<file path="src/rtl/icache_direct.sv">
// Direct-mapped, read-only instruction cache with single-cycle hits and a one-word
// refill from memory on a miss.
module icache_direct #(
  parameter int NSETS = 16,
  parameter int TAGW  = 30 - $clog2(NSETS)
) (
  input  logic        CLK,
  input  logic        nRST,
  input  logic        imemREN,
  input  logic [31:0] imemaddr,
  output logic        ihit,
  output logic [31:0] imemload,
  output logic        iREN,
  output logic [31:0] iaddr,
  input  logic        iwait,
  input  logic [31:0] iload
);
  localparam int IDXW = $clog2(NSETS);

  typedef enum logic {IDLE, FILL} state_e;

  state_e            state_q, state_d;
  logic [NSETS-1:0]  valid_q;
  logic [TAGW-1:0]   tag_q  [NSETS];
  logic [31:0]       data_q [NSETS];
  logic [29:0]       maddr_q, maddr_d;

  logic [IDXW-1:0]   req_idx, fill_idx;
  logic [TAGW-1:0]   req_tag, fill_tag;
  logic              lookup_hit;
  logic              fill_we;
  logic              unused_byte_offset;

  assign req_idx    = imemaddr[IDXW+1:2];
  assign req_tag    = imemaddr[IDXW+2 +: TAGW];
  assign fill_idx   = maddr_q[IDXW-1:0];
  assign fill_tag   = maddr_q[IDXW +: TAGW];
  assign lookup_hit = valid_q[req_idx] && (tag_q[req_idx] == req_tag);

  // Fetches are word aligned; the byte offset never takes part in a lookup.
  assign unused_byte_offset = ^imemaddr[1:0];

  // NOTE: every signal driven here gets a default first, so no path leaves one unassigned and no latch is inferred.
  always_comb begin
    state_d = state_q;
    maddr_d = maddr_q;
    ihit    = 1'b0;
    iREN    = 1'b0;
    fill_we = 1'b0;
    case (state_q)
      IDLE: begin
        ihit = imemREN && lookup_hit;
        if (imemREN && !lookup_hit) begin
          maddr_d = imemaddr[31:2];
          state_d = FILL;
        end
      end
      FILL: begin
        iREN = 1'b1;
        if (!iwait) begin
          fill_we = 1'b1;
          state_d = IDLE;
        end
      end
      default: state_d = IDLE;
    endcase
  end

  assign imemload = ihit ? data_q[req_idx] : 32'h0;
  assign iaddr    = {maddr_q, 2'b00};

  // NOTE: state registers use non-blocking assignments so every flop samples the pre-edge values.
  always_ff @(posedge CLK) begin
    if (nRST) begin
      state_q <= IDLE;
      maddr_q <= '0;
      valid_q <= '0;
    end else begin
      state_q <= state_d;
      maddr_q <= maddr_d;
      if (fill_we) valid_q[fill_idx] <= 1'b1;
    end
  end

  // NOTE: tag and data arrays are not reset; a cleared valid bit makes their contents irrelevant.
  always_ff @(posedge CLK) begin
    if (fill_we && !nRST) begin
      tag_q[fill_idx]  <= fill_tag;
      data_q[fill_idx] <= iload;
    end
  end

endmodule

</file>
<file path="config.mk">
export PLATFORM = sky130hd
export DESIGN_NAME = icache_direct
export DESIGN_NICKNAME = d
export VERILOG_FILES = /design/src/rtl/icache_direct.sv
export SDC_FILE = /design/constraint.sdc
export NUM_CORES = 1
export LEC_CHECK = 0
export CELL_PAD_IN_SITES_DETAIL_PLACEMENT = 1
export CELL_PAD_IN_SITES_GLOBAL_PLACEMENT = 2
export CORE_AREA = 5 5 378 380
export DETAILED_ROUTE_END_ITERATION = 6
export DIE_AREA = 0 0 383 385
export HOLD_SLACK_MARGIN = 0.03
export PLACE_DENSITY_LB_ADDON = 0.25
export SETUP_SLACK_MARGIN = 0.2
export SYNTH_ARGS = -nofsm -noshare
export SYNTH_HDL_FRONTEND = slang
export SYNTH_SLANG_ARGS = --single-unit
</file>
<file path="constraint.sdc">
create_clock -name CLK -period 4.4 [get_ports CLK]
set_clock_uncertainty 0.05 [all_clocks]
set_input_delay 0.44 -clock CLK [delete_from_list [all_inputs] [get_ports CLK]]
set_output_delay 0.44 -clock CLK [all_outputs]
set_load 0.1 [all_outputs]
</file>
==> metrics <==
min-delay worst type input pin to register; Setup CP Type register to output port; commonest non-fill, non-tap cell in the layout edfxtp_1; Critical Path RT 3910 ps; RePlAce Congestion 0.736; Slew HR 22.9%; Hold Buf Count CTS 0; fin nets 2,184; largest net degree at the start of global routing 82; CTS Buf Count 107; syn_area_per_cell 20.8 µm²; Hold Fails Final Rpt 0; first-pass iteration count of the detailed router 5; io pins 134; critical path's largest stage delay 530 ps; PD cells 436 nW/µm²; Tot Pwr 20,600 µW; first-pass GRT wire length 156,000 µm; Avg WL per Cell 27.4 µm; sum of buffers and inverters on the critical path 5; worst hold slack 129 ps; total negative slack 0 ps; total wire length 110,000 µm; Max Cap Viol 0; CTS tree built; initial DRC count 1,486; Critical Path AT 3760 ps; worst vdd ir 0.282 mV; die area 147,000 µm²; Layout fillers 13.7k; vias after detailed routing 19.5k; post-synth cell types 62; Syn Inst Count 1,862; DP HPWL 63,600 µm; number of global-route vias before repair 21.0k; P&R area growth vs syn 22.4%; #FFs+latches synth 975; outcome finished, final reports clean; ys flop type edfxtp_1; CORE AREA 139,000 µm²; Static Leakage 0.0148 µW; most frequent cells in the layout 928 x edfxtp_1, 252 x mux4_2, 111 x clkbuf_16, 92 x buf_4, 89 x clkdlybuf4s50_1; clock sinks 975; post-route ant nets 0; Final Max Slew Viols 0; GRT Overall Usage 14.7%; Final Cycle Share 96.6%; Residual DRC 0; clock buffer depth 3; Die Width 383 µm; CTS H-tree depth 3; vias per inst 4.86; final setup vio count 0; CP Max Fanout 8; Critical-path top delay cell mux4_2; FP Rows 137; Syn. warnings 0; port buffer count 129; layout cells sized above 1 29.0%; grt total ovfl 0; Top Family by Delay on Critical Path simple AND/OR/NAND/NOR gates; RSZ-0062 raised after global routing true; Initial Util 27.8%; Setup crit start kind register; post-synthesis cell area 38,600 µm²; CTS Root Buffer Type clkbuf_16; FFs w/ async S/R, synth 0%; Peak Freq 235 MHz; Die Ht 385 µm; clock slew at reported path FFs 60 ps; sequential element share of the synthesized area 74.5%; Slew @ Worst Pin 1150 ps; CP endpoint kind output port; Post-synth EDFFs 928; Clk Latency, worst-skew pair 710 ps; final period demand of the worst path 4250 ps; worst-path cell chain mux4_2 > xnor2_2 > a21oi_1 > nor4_2 > buf_4 > nand4_1 > nor4_2 > buf_4 > nand4_1 > buf_6 > clkbuf_16 > nor2b_4 > buf_12; initial antenna violation count 10
## worst register-to-register path: cells and delay by family, from the launching register on
family                 cells  cell delay, ps
flip-flops                 1             350
XOR/XNOR                   1             190
multiplexers               1             530
AO/OA/AOI/OAI              2             480
AND/OR/NAND/NOR            4             860
buffers and inverters      3             750
## final timing paths
| path | slack (ps) | cells after the start | end | from |
|---|---|---|---|---|
| hold / removal | 130 | 2 | state_q$_SDFF_PP0_ | nRST |
| setup / recovery | 150 | 13 | imemload[9] | tag_q[13][22]$_DFFE_PP_ |
| hold reg to reg | 420 | 2 | valid_q[5]$_SDFFE_PP0P_ | valid_q[5]$_SDFFE_PP0P_ |
| setup reg to reg | 1100 | 11 | maddr_q[5]$_SDFFE_PP0P_ | tag_q[7][6]$_DFFE_PP_ |
## flip-flops by register name (all words and copies together) (netlist names)
register and cells:
data_q 512, maddr_q 30, valid_q 16, state_q 1, tag_q 416
## per-layer routing
layer / track usage (%) / routed length [µm] / vias up
li1: - / - / 8287
met1: 20.1 / 49400 / 10673
met2: 24.4 / 53600 / 404
met3: 2.51 / 4430 / 137
met4: 3.47 / 2450 / 4
met5: 0 / 22 / -
## layout make-up
class | count | area [µm²] | area share, %
multi-input cells | 727 | 9520 | 20.1
well taps | 1807 | 2260 | 4.78
diodes | 5 | 12.5 | 0.0264
flip-flops and latches | 975 | 28800 | 60.9
clock buffers | 137 | 2870 | 6.07
clock inverters | 58 | 609 | 1.29
inverters | 51 | 194 | 0.410
repair buffers | 254 | 3030 | 6.41
## logic make-up (layout without fill, tap and decap cells)
| logic type | Yosys count | after routing | share of synthesized area [%] |
|---|---|---|---|
| AOI/OAI and AO/OA | 136 | 136 | 2.72 |
| xor gates and xnor gates | 38 | 38 | 0.861 |
| buffers and inverters | 161 | 500 | 1.94 |
| DFF | 975 | 975 | 74.5 |
| muxes | 308 | 308 | 16.2 |
| other | 1 | 7 | 0.00970 |
| and+or+nand+nor | 243 | 243 | 3.77 |
## synthesized netlist by cell type (13+ instances only)
cell,instances,area (µm²)
o211ai_1,31,233
inv_1,49,184
nand2_1,40,150
nor2_1,34,128
xnor2_1,24,210
nor2b_1,39,244
nand3b_1,27,203
a22oi_1,13,97.6
clkbuf_1,45,169
dfxtp_1,47,941
edfxtp_1,928,27900
mux4_2,252,5680
nand4b_1,31,272
o32a_1,30,300
xor2_1,14,123
buf_2,44,220
mux2i_1,49,490
o22ai_1,21,131
## through the flow
step / setup WS (ps) / util [%] / instance area [µm²] / cells
floorplan: -348 / - / 38800 / 1863
global route: -44.4 / 34.1 / 47300 / 4009
detailed placement: 62.6 / 31.3 / 43500 / 3809
global placement: -12.0 / 31.3 / 43500 / 3809
finish: 151 / 34.1 / 47300 / 4014
CTS: 77.3 / 34.0 / 47200 / 4007
## timing repair
action                                  4_1_cts  5_1_grt
pin swaps                                     2        0
buffers inserted                              2        0
cloned                                        1        2
resized for setup                            41        3
endpoints found under the setup margin       33       33
## where the power goes
part / switching (µW) / internal (µW) / leakage, µW / total (µW)
clock: 3700 / 5100 / 0.00168 / 8800
combinational: 860 / 540 / 0.00436 / 1400
sequential: 143 / 10300 / 0.00877 / 10400
No activity file was read; power rests on OpenSTA's default activity.
